File: src/rtl/pipe_if_stage.sv
// pipe_if_stage: instruction-fetch stage plus IF/ID pipeline register.
//
// Holds the fetch PC and selects the next PC from the ID-stage pcsource.
// Branches are delayed: the instruction after the branch always reaches ID.
// Fetches go over a variable-latency req/ack memory port, with at most one
// request outstanding. A one-entry skid buffer (ibuf) parks a fetched word
// while ID is stalled. A pending-redirect register holds a branch target
// until the delay-slot fetch completes.
//
// Ports
//   clock, resetn            rising-edge clock, async active-low reset
//   pcsource                 00 pc+4, 01 bpc, 10 rpc, 11 jpc (from ID)
//   bpc, rpc, jpc            redirect targets from ID
//   nostall                  1 = ID instruction advances this cycle
//   imem_req, imem_addr      fetch request / address (address = pc)
//   imem_ack, imem_rdata     single-cycle ack with the fetched word
//   pc                       current fetch PC
//   dpc4, inst, dvalid       IF/ID register contents
//
// state | meaning
// ------+---------------------------------------------------------------
// REQ   | fetch request for pc outstanding
// BUF   | fetched word parked in ibuf, waiting for ID to accept it
module pipe_if_stage #(
  parameter logic [31:0] RESET_PC = 32'h0000_0000
) (
  input  logic        clock,
  input  logic        resetn,
  input  logic [1:0]  pcsource,
  input  logic [31:0] bpc,
  input  logic [31:0] rpc,
  input  logic [31:0] jpc,
  input  logic        nostall,
  output logic        imem_req,
  output logic [31:0] imem_addr,
  input  logic        imem_ack,
  input  logic [31:0] imem_rdata,
  output logic [31:0] pc,
  output logic [31:0] dpc4,
  output logic [31:0] inst,
  output logic        dvalid
);

  typedef enum logic {
    S_REQ = 1'b0,
    S_BUF = 1'b1
  } state_t;

  state_t      state, state_nxt;
  logic [31:0] pc_nxt, dpc4_nxt, inst_nxt;
  logic        dvalid_nxt;
  logic [31:0] ibuf, ibuf_nxt;
  logic [31:0] redir_pc, redir_pc_nxt;
  logic        redir_pending, redir_pending_nxt;
  logic [31:0] target, npc, pc_plus4;
  logic        redirect;

  assign pc_plus4 = pc + 32'd4;

  // A redirect only counts when the branch/jump in ID is real and advancing.
  assign redirect = dvalid & nostall & (pcsource != 2'b00);

  always_comb begin
    target = jpc;
    case (pcsource)
      2'b01:   target = bpc;
      2'b10:   target = rpc;
      default: target = jpc;
    endcase
  end

  // A parked redirect wins: the word being completed now is its delay slot.
  assign npc = redir_pending ? redir_pc : (redirect ? target : pc_plus4);

  always_comb begin
    state_nxt         = state;
    pc_nxt            = pc;
    dpc4_nxt          = dpc4;
    inst_nxt          = inst;
    dvalid_nxt        = dvalid;
    ibuf_nxt          = ibuf;
    redir_pc_nxt      = redir_pc;
    redir_pending_nxt = redir_pending;
    case (state)
      S_REQ: begin
        if (imem_ack) begin
          if (nostall) begin
            dpc4_nxt          = pc_plus4;
            inst_nxt          = imem_rdata;
            dvalid_nxt        = 1'b1;
            pc_nxt            = npc;
            redir_pending_nxt = 1'b0;
          end else begin
            ibuf_nxt  = imem_rdata;
            state_nxt = S_BUF;
          end
        end else if (nostall) begin
          // Nothing to hand over: send a bubble, keep dpc4 as is.
          inst_nxt   = 32'h0;
          dvalid_nxt = 1'b0;
          if (redirect) begin
            redir_pc_nxt      = target;
            redir_pending_nxt = 1'b1;
          end
        end
      end
      S_BUF: begin
        if (nostall) begin
          dpc4_nxt          = pc_plus4;
          inst_nxt          = ibuf;
          dvalid_nxt        = 1'b1;
          pc_nxt            = npc;
          redir_pending_nxt = 1'b0;
          state_nxt         = S_REQ;
        end
      end
      default: state_nxt = S_REQ;
    endcase
  end

  always_ff @(posedge clock or negedge resetn) begin
    if (!resetn) begin
      state         <= S_REQ;
      pc            <= RESET_PC;
      dpc4          <= 32'h0;
      inst          <= 32'h0;
      dvalid        <= 1'b0;
      ibuf          <= 32'h0;
      redir_pc      <= 32'h0;
      redir_pending <= 1'b0;
    end else begin
      state         <= state_nxt;
      pc            <= pc_nxt;
      dpc4          <= dpc4_nxt;
      inst          <= inst_nxt;
      dvalid        <= dvalid_nxt;
      ibuf          <= ibuf_nxt;
      redir_pc      <= redir_pc_nxt;
      redir_pending <= redir_pending_nxt;
    end
  end

  // Request drops combinationally with reset so an abandoned fetch is visible at once.
  assign imem_req  = resetn & (state == S_REQ);
  assign imem_addr = pc;

endmodule
File: config.mk
export PLATFORM = sky130hd
export DESIGN_NAME = pipe_if_stage
export DESIGN_NICKNAME = d
export VERILOG_FILES = /design/src/rtl/pipe_if_stage.sv
export SDC_FILE = /design/constraint.sdc
export NUM_CORES = 1
export LEC_CHECK = 0
export CORE_MARGIN = 4
export CORE_UTILIZATION = 47
export CTS_CLUSTER_DIAMETER = 60
export DETAILED_ROUTE_END_ITERATION = 6
export PLACE_DENSITY = 0.83
export SYNTH_ARGS = -nofsm -noshare
export SYNTH_HDL_FRONTEND = slang
export SYNTH_SLANG_ARGS = --single-unit
File: constraint.sdc
create_clock -name clock -period 2.2 [get_ports clock]
set_input_delay 0.55 -clock clock [delete_from_list [all_inputs] [get_ports clock]]
set_output_delay 0.55 -clock clock [all_outputs]
set_load 0.1 [all_outputs]
# Word-level counts from Yosys, hierarchy flattened

Cells that the tools add are included.
W data, S select, Z words.

Register bits after elaboration: 163
Output and inout port bits: 130

$add $sub $neg: 1
Equality and inequality tests: 7
Muxes and demuxes: 26
Bitwise operators: 6
Reduce and logical (&&, ||, !) cells: 5

Operators by type and width:

| kind                    | number |
|---|---|
| $mux W32                | 10 |
| $pmux W32 S2            | 4 |
| $add A32 B3 Y32 const B | 1 |
| $mux W1                 | 9 |
| $ne A2 B2 Y1 const B    | 3 |
| $ne A3 B3 Y1 const B    | 2 |
| $pmux W1 S2             | 3 |
| $reduce_and A2 Y1       | 2 |
| $reduce_and A4 Y1       | 1 |
| $and A1 B1 Y1           | 3 |
| $not A1 Y1              | 3 |
| $reduce_and A3 Y1       | 1 |
| $eq A2 B1 Y1 const B    | 1 |
| $eq A2 B2 Y1 const B    | 1 |
| $reduce_bool A2 Y1      | 1 |

# Depth between registers and ports, before layout

Depth in word-level cells: 7
Depth in mapped cells: 9
Mapped depth without buffers: 7

# Worst setup path before layout

Ideal clock, no wire load.

Kind: register -> register
Start point: reg pc[2], in the netlist imem_addr[2]
End point: reg pc[20], in the netlist imem_addr[20]
Setup time: 0.126 ns
Data arrival time: 2.561 ns
Data required time: 2.074 ns
Setup slack: -0.487 ns
Stages on the path, launching flop included: 7
Path buffers: 0
Clock period less this slack: 2.687 ns
Path through: dfrtp_1 > ha_1 > nand4_1 > or4_4 > or2_4 > nor4b_1 > a221o_1

Cells in the longest elaborated chain, start to end: 6

RTL lines:

| item                       | line    | RTL |
|---|---|---|
| from (decl)                | 38      | `output logic [31:0] pc,` |
| from (signal assigned)     | 133     | `pc <= pc_nxt;` |
| $add A32 B3 Y32 (*)        | 58      | `assign pc_plus4 = pc + 32'd4;` |
| $mux W32 (*) (2 in series) | 73      | `assign npc = redir_pending ? redir_pc : (redirect ? target : pc_plus4);` |
| $mux W32 (*)               | 87, 108 |  |
| $mux W32                   | 86      | `if (imem_ack) begin` |
| $pmux W32 S2 (*)           | 84      | `case (state)` |

Mark *: on every way between the ends. The rest lies on a longest branch, timed or not. The select of a mux whose other input is x is not followed.
A chain may end at the register's enable or synchronous reset.

# Final worst setup path

Start point: in pcsource[1]
End point: reg pc[29], in the netlist imem_addr[29]

Cells in the longest elaborated chain, start to end: 7
Elaborated cells between the ends (all ways): 10
Classes of those cells: 2 x eq/ne; 6 x mux; 1 x bitwise; 1 x reduce/logical

RTL lines:

| item                                                 | line    | RTL |
|---|---|---|
| from (decl)                                          | 29      | `input logic [1:0] pcsource,` |
| $eq A2 B2 Y1 (tied with other cells)                 | 65      | `case (pcsource)` |
| $pmux W32 S2 / $and A1 B1 Y1 (equally long branches) | 65, 61  |  |
| $mux W32 (*) (2 in series)                           | 73      |  |
| $mux W32 (*)                                         | 87, 108 |  |
| $mux W32                                             | 86      |  |
| $pmux W32 S2 (*)                                     | 84      |  |

Marked as above.

==> impl_results.md <==
* Filler cells at 1295
* P_leak at 5.33 nW
* Chip Height at 142 um
* Seq/Total Area, Yosys at 0.485
* Highest Clock Rate at 0.461 GHz
* Clk pwr share at 0.187
* Detail Route Antenna Nets at 0
* Nets at about 1300
* Crit path DAT at 2.48 ns
* Cts hold-fix bufs at 0
* CP Launch Point: pcsource[1]
* R2R depth at 5
* CTS tree: yes
* Syn nets at around 1000
* Number of flops mapped to enable cells by yosys at 0
* DP Area at 11500 um2
* I/O Buffers at 263
* Hpwl dp at approximately 20000 um
* Critical path buffer and inverter count at 3
* Critical path's top delay family: buffers and inverters
* Gate power share at 0.538
* Setup WS pre-CTS at -0.491 ns
* Synth area leaders: dfrtp_1 (49%), mux2_2 (5.2%), nand2_1 (5.0%)
* Top_reg_cell synth: dfrtp_1
* Drt drc at 0
* GRT Total Usage at 0.257
* Synth Area in Adders at 0.00596
* Hold Fails Final Rpt at 0
* Crit Path Class: in -> reg
* I/O pins at 264
* Post-route cell area at between 10000 and 15000 um2
* Synth Area in Compound Gates at 0.198
* Count of pins over their slew limit at 0
* DR vias/cell at between 5 and 6
* Switching power share of the total at 0.526
* CP Max Fanout at 28
* Die Footprint at 20100 um2
* Worst-path cell with the longest stage delay: clkdlybuf4s50_1
* Fin Clk Skew at approximately 0.012 ns
* Worst hold-check path type: in -> async
* Iter 0 DRT Violations at between 700 and 800
* Worst r2r src: imem_addr[14]
* Mapped Avg Cell Area at 9.51 um2
* Yosys reg bits at roughly 160
* Num CTS Buffers at 17
* CTS H-tree depth at 4
* Power share of the sequential group at 0.275
* CP Data Required Time at 2.51 ns
* Mux share of post-synthesis cell area at 0.0713
* Final Core Density at 0.698
* Yosys warnings at 0
* Max-slew headroom at 0.338
* Final setup fails at 0
* Xor and xnor area share after synthesis at 0.0240
* P_sw at ~0.0087 W
* First-pass GRT wire length at just over 40000 um
* Synth top area share at 0.485
* RSZ-0062 raised after global routing: yes
* Routed wire length at approximately 26000 um
* Routability cong. at 0.893
* Initial antenna violation count at 1
* Tmin final at 2.17 ns
* Worst-path clk slew at 0.07 ns
* Final worst path period share at 0.986
* Post-Syn Instances at 884
* Congestion Overflow GR at 0
* DR pass1 iterations at 7
* Vias at 7836
* Max-Cap Viols at 0
* Vias in the first global route at 7788
* CP endpoint kind: flip-flop
* Drt wl/cell at around 19 um
* Crit path cell chain: clkdlybuf4s50_1 > inv_2 > ha_4 > buf_12 > or2_2 > a32oi_1 > nor2_1 > a311o_1
* CTS Sinks at 163
* Layout cells sized above 1 at 0.292
* Worst-Margin Slew at 0.994 ns
* Largest family of logic cells by synthesized area: compound AO/OA/AOI/OAI gates
* Critical Path Max Stage Delay at approximately 0.51 ns
* Cell taking the most area after synthesis: dfrtp_1
* Area of the core at 17400 um2
* Startpoint Class: input port
* R2R setup slack at ~0.09 ns
* Status: complete, no violations
* Cell Pwr Density at 1360 nW/um2
* Starting Density at 0.483
* Yosys cell types at 58
* WHS at between 0.15 and 0.2 ns
* Post-synthesis cell area at 8400 um2
* Row count at 48
* Clock latency on the worst-skew pair at 0.43 ns
* Synth Area in Simple Gates at 0.147
* Post-synth ARST share at 1.00
* Int Pwr at a little under 0.008 W
* Area grow syn2layout at 44.6%
* Die width at 142 um
* Reg2reg end: imem_addr[20]
* Final setup margin at 0.0301 ns
* VDD IR-drop max at ~1500 uV
* Largest net degree at the start of global routing at 85
* Clock Path Buffers at 2
* CTS Root Buffer Type: clkbuf_16
[sequential cells by signal, summed over array words and instances (netlist names)]
register / flops
state: 1
dvalid: 1
ibuf: 32
dpc4: 32
redir_pending: 1
imem_addr: 32
redir_pc: 32
inst: 32
[power groups by stage]
stage               sequential [W]  clock [W]  combinational, W
global route               0.00464    0.00325           0.00919
detailed placement         0.00456          0           0.00884
global placement           0.00451          0           0.00875
finish                     0.00453    0.00308           0.00888
floorplan                  0.00774          0           0.00334
CTS                        0.00451    0.00311           0.00887
[synthesized netlist by cell type, types with 3 or more instances]
cell	count
o31ai_1	3
xor2_1	7
a221oi_1	7
buf_1	10
mux2_2	39
ha_1	4
a22oi_1	50
nor2_1	66
nand3_1	14
a2bb2oi_1	5
buf_4	34
a22o_1	18
o22ai_1	11
clkbuf_1	47
or3_1	5
buf_2	6
o21ai_0	83
xnor2_1	16
mux2i_1	16
nand4_1	13
nand2_1	113
inv_1	21
dfrtp_1	163
a221o_1	3
or2_2	7
a32oi_1	5
or4_1	3
and3_1	4
nor2b_1	5
o31a_1	7
nor3_1	8
a21oi_1	56
[repair_timing]
item | CTS | global route
gates resized for setup | 3 | 10
setup endpoints to repair | 5 | 23
buffers inserted | 0 | 0
hold endpoints to repair | 0 | 0
pin swaps | 0 | 1
[placed cells by master (no fill, tap or decap), types with 4 or more instances in the layout]
cell type	n
or2_2	7
a2bb2oi_1	5
inv_1	20
a221oi_1	5
a22o_1	18
buf_12	27
dfrtp_2	13
inv_8	5
a22oi_1	50
nand3_1	14
dfrtp_4	14
xor2_1	7
buf_4	180
a21oi_1	56
clkbuf_16	17
clkdlybuf4s50_1	131
dfrtp_1	136
and3_1	4
o21ai_1	4
o22ai_1	10
xnor2_1	16
a32oi_1	5
clkinvlp_4	4
nand4_1	13
nor2_1	66
o21ai_0	79
nor3_1	8
mux2_2	39
nand2_1	112
or3_1	5
o31a_1	7
mux2i_1	14
[layout make-up]
type	count	area, um2	area share
Sequential cell	163	4150	0.341
Multi-Input combinational cell	603	3810	0.314
Timing Repair Buffer	340	3220	0.265
Clock buffer	17	425	0.0350
Tap cell	225	282	0.0232
Clock inverter	15	189	0.0155
Inverter	21	78.8	0.00648
Antenna cell	1	2.50	0.000206
[layer usage]
layer	vias up	GRT usage	routed length [um]
li1	3647	-	-
met3	42	0.0546	2260
met5	-	0	0
met4	0	0.0833	584
met2	395	0.421	13000
met1	3752	0.343	10600
[stage by stage]
stage / cells / TNS [ns] / total power [W]
4_1_cts: 1384 / 0 / 0.0165
6_report: 1385 / 0 / 0.0165
2_1_floorplan: 884 / -0.0130 / 0.0111
5_1_grt: 1385 / -0.0877 / 0.0171
3_5_place_dp: 1352 / -16.65 / 0.0134
3_3_place_gp: 1352 / -13.26 / 0.0133
[cell families after synthesis]
logic type | count (synthesis)
buffers and inverters | 118
flip-flops | 163
AND/OR/NAND/NOR | 260
XOR/XNOR | 23
AO/OA/AOI/OAI | 261
adder cells (fa/ha/maj) | 4
multiplexers | 55
[worst max path at each step]
stage                          to  slack (ns)  cells past startpoint
floorplan           imem_addr[20]       -0.01                      6
global placement    imem_addr[29]       -0.43                      8
detailed placement  imem_addr[12]       -0.49                      8
CTS                 imem_addr[11]       0.006                      9
global route         imem_addr[2]       -0.06                      9
finish              imem_addr[29]        0.03                      8
Note: power is estimated with default switching activity, not from simulation.
==> RTL change (same flow settings) <==
`ibuf` no longer has a reset.
--- a/src/rtl/pipe_if_stage.sv
+++ b/src/rtl/pipe_if_stage.sv
@@ -126,5 +126,4 @@
       inst          <= 32'h0;
       dvalid        <= 1'b0;
-      ibuf          <= 32'h0;
       redir_pc      <= 32'h0;
       redir_pending <= 1'b0;
@@ -135,8 +134,11 @@
       inst          <= inst_nxt;
       dvalid        <= dvalid_nxt;
-      ibuf          <= ibuf_nxt;
       redir_pc      <= redir_pc_nxt;
       redir_pending <= redir_pending_nxt;
     end
+  end
+
+  always_ff @(posedge clock) begin
+    ibuf <= ibuf_nxt;
   end
 
Function: same outputs for any inputs over 4 cycles, from zero or initial values and one cycle with resetn low; that may be too few to reach the edited logic, so the function may still have changed.
==> RTL change against the original RTL <==
The run now ends with DRC left; total power fell by 2.1%; sequential cell count did not move; wire length fell by 3.6%; utilization fell by 2.1 points; count of clock-buffer cells in the layout rose by 1; critical path depth rose by 1; worst setup slack improved by 0.018 ns; synthesized area fell by 2.4%; global-route usage fell by 0.55 points; final area fell by 4.4%; worst hold slack improved by 0.16 ns; critical path type unchanged.
==> RTL change: results (changes against the original RTL) <==
Status -> complete, but fails checks
Failing checks -> DRC
Max Used Layer -> met5
Initial DRC count -> 661 (-7.6%)
Met2 Routed Length -> 12100 um (-6.3%)
Post-synth EDFFs -> 32 (+32)
Leakage -> 4.93 nW (-7.4%)
Placed insts -> 1277 (-5.5%)
Synth area leaders -> dfrtp_1 (40%), edfxtp_1 (12%), a22oi_1 (6.2%)
Initial antenna violation count -> 3 (+2)
Final nets -> 1212 (-5.6%)
Worst Skew -> 0.00973 ns (-0.00178 ns)
Internal Pwr Total -> 7.66 mW (-2.1%)
VDD IR-drop max -> 0.00154 V (+4.5%)
Actual slew at the worst max-slew pin -> 0.953 ns (-0.0403 ns)
Inserted Clock Buffers -> 17 (unchanged)
Worst Reg-to-Reg Cells -> 6 (+1)
Commonest cells post-synth -> dfrtp_1 (131), nand2_1 (87), o21ai_0 (77)
Sequential area share after synthesis -> 51.7% (+3.2 points)
All-layer global routing usage -> 25.2% (-0.55 points)
Largest net degree at the start of global routing -> 74 (-13%)
Synth Net Count -> 968 (-5.3%)
HPWL after DPL -> 18600 um (-4.8%)
DRC viols -> 2 (+2)
R2R Path Start -> imem_addr[9]$_DFFE_PN0P_
Wire length per cell -> 19.4 um (+1.7%)
Ant. Diodes -> 0 (-1)
Crit Reg-Reg Endpoint -> imem_addr[21]$_DFFE_PN0P_
Number of library cell types mapped by synthesis -> 56 (-3.4%)
Post-synth ARST share -> 80.4% (-20 points)
CP Max Fanout -> 14 (-50%)
Placed inst area -> 0.0109 mm^2 (-5.1%)
WHS -> 0.327 ns (+0.162 ns)
Met3 wire len -> 2710 um (+20%)
Fillers -> 1332 (+2.9%)
Critical path's largest stage delay -> 0.48 ns (-0.03 ns)
Avg Inst Size Synth -> 9.88 um^2 (+3.9%)
Reg2reg setup slack -> 0.07 ns (-0.02 ns)
Vias in the first global route -> 7330 (-5.9%)
Share of cells above drive strength 1 -> 26.6% (-2.7 points)
==> RTL change: changes by cell type after synthesis, moves of 6 or more <==
cell / before / now
mux2i_1: 16 / 9
nand2_1: 113 / 87
a21oi_1: 56 / 72
o21ai_0: 83 / 77
dfrtp_1: 163 / 131
a22o_1: 18 / 12
a22oi_1: 50 / 68
mux2_2: 39 / 17
edfxtp_1: 0 / 32
==> RTL change: power by group through the flow <==
stage,Sequential [mW],Combinational [mW],Clock (mW)
after detailed placement,4.58,8.36,0
after global routing,4.68,8.67,3.38
after CTS,4.55,8.37,3.23
final,4.57,8.39,3.19
after global placement,4.55,8.27,0
after floorplan,7.73,3.37,0
==> RTL change: area by class of cell <==
class                           count  area (um^2)  share of cell area (%)
Clock buffer                       18          429                    3.69
Clock inverter                     14          196                    1.69
Inverter                           18         67.6                   0.581
Multi-Input combinational cell    553         3440                    29.6
Sequential cell                   163         4280                    36.8
Tap cell                          225          282                    2.42
Timing Repair Buffer              321         2930                    25.2
==> RTL change: worst reg2reg max path: stages, from the launching register on <==
cell	delay, ns
dfrtp_4	0.51
nand4_2	0.21
nor4_4	0.38
buf_6	0.21
nand4_1	0.22
o31a_1	0.35
o22ai_1	0.18
==> RTL change: worst max path at each step <==
stage,to,start,depth (start not counted)
finish,imem_addr[12]$_DFFE_PN0P_,pcsource[1],9
global route,imem_addr[16]$_DFFE_PN0P_,pcsource[0],10
CTS,imem_addr[12]$_DFFE_PN0P_,pcsource[0],9
detailed placement,imem_addr[12]$_DFFE_PN0P_,pcsource[1],9
global placement,imem_addr[12]$_DFFE_PN0P_,pcsource[1],9
floorplan,imem_addr[30]$_DFFE_PN0P_,imem_addr[3]$_DFFE_PN0P_,7
==> RTL change: kinds of logic (layout without fill, tap and decap cells) <==
kind of cell             count (synthesis)  after routing  share of synthesized area, %
buffers and inverters                  114            371                          7.37
adder cells (fa/ha/maj)                  4              4                         0.610
AND/OR/NAND/NOR                        207            207                          11.7
flip-flops                             163            163                          51.7
multiplexers                            26             26                          3.43
AO/OA/AOI/OAI                          289            289                          22.3
XOR/XNOR                                27             27                          2.88
==> RTL change: routing by layer <==
layer / global-route usage [%] / vias to the layer above
met5: 0 / -
met3: 8.02 / 65
met4: 7.65 / 6
li1: - / 3475
met2: 39.8 / 431
met1: 33.4 / 3605
==> RTL change: timing repair <==
action,CTS,global route
buffers inserted,0,2
resized for setup,0,13
hold buffers,0,0
setup endpoints to repair,0,12
==> RTL change: through the flow <==
| step | setup WS, ns | util, % |
|---|---|---|
| 6_report | 0.0484 | 67.7 |
| 5_1_grt | -0.0257 | 67.7 |
| 2_1_floorplan | -0.0187 | - |
| 4_1_cts | 0.0278 | 67.2 |
| 3_5_place_dp | -0.415 | 63.5 |
| 3_3_place_gp | -0.390 | 63.5 |
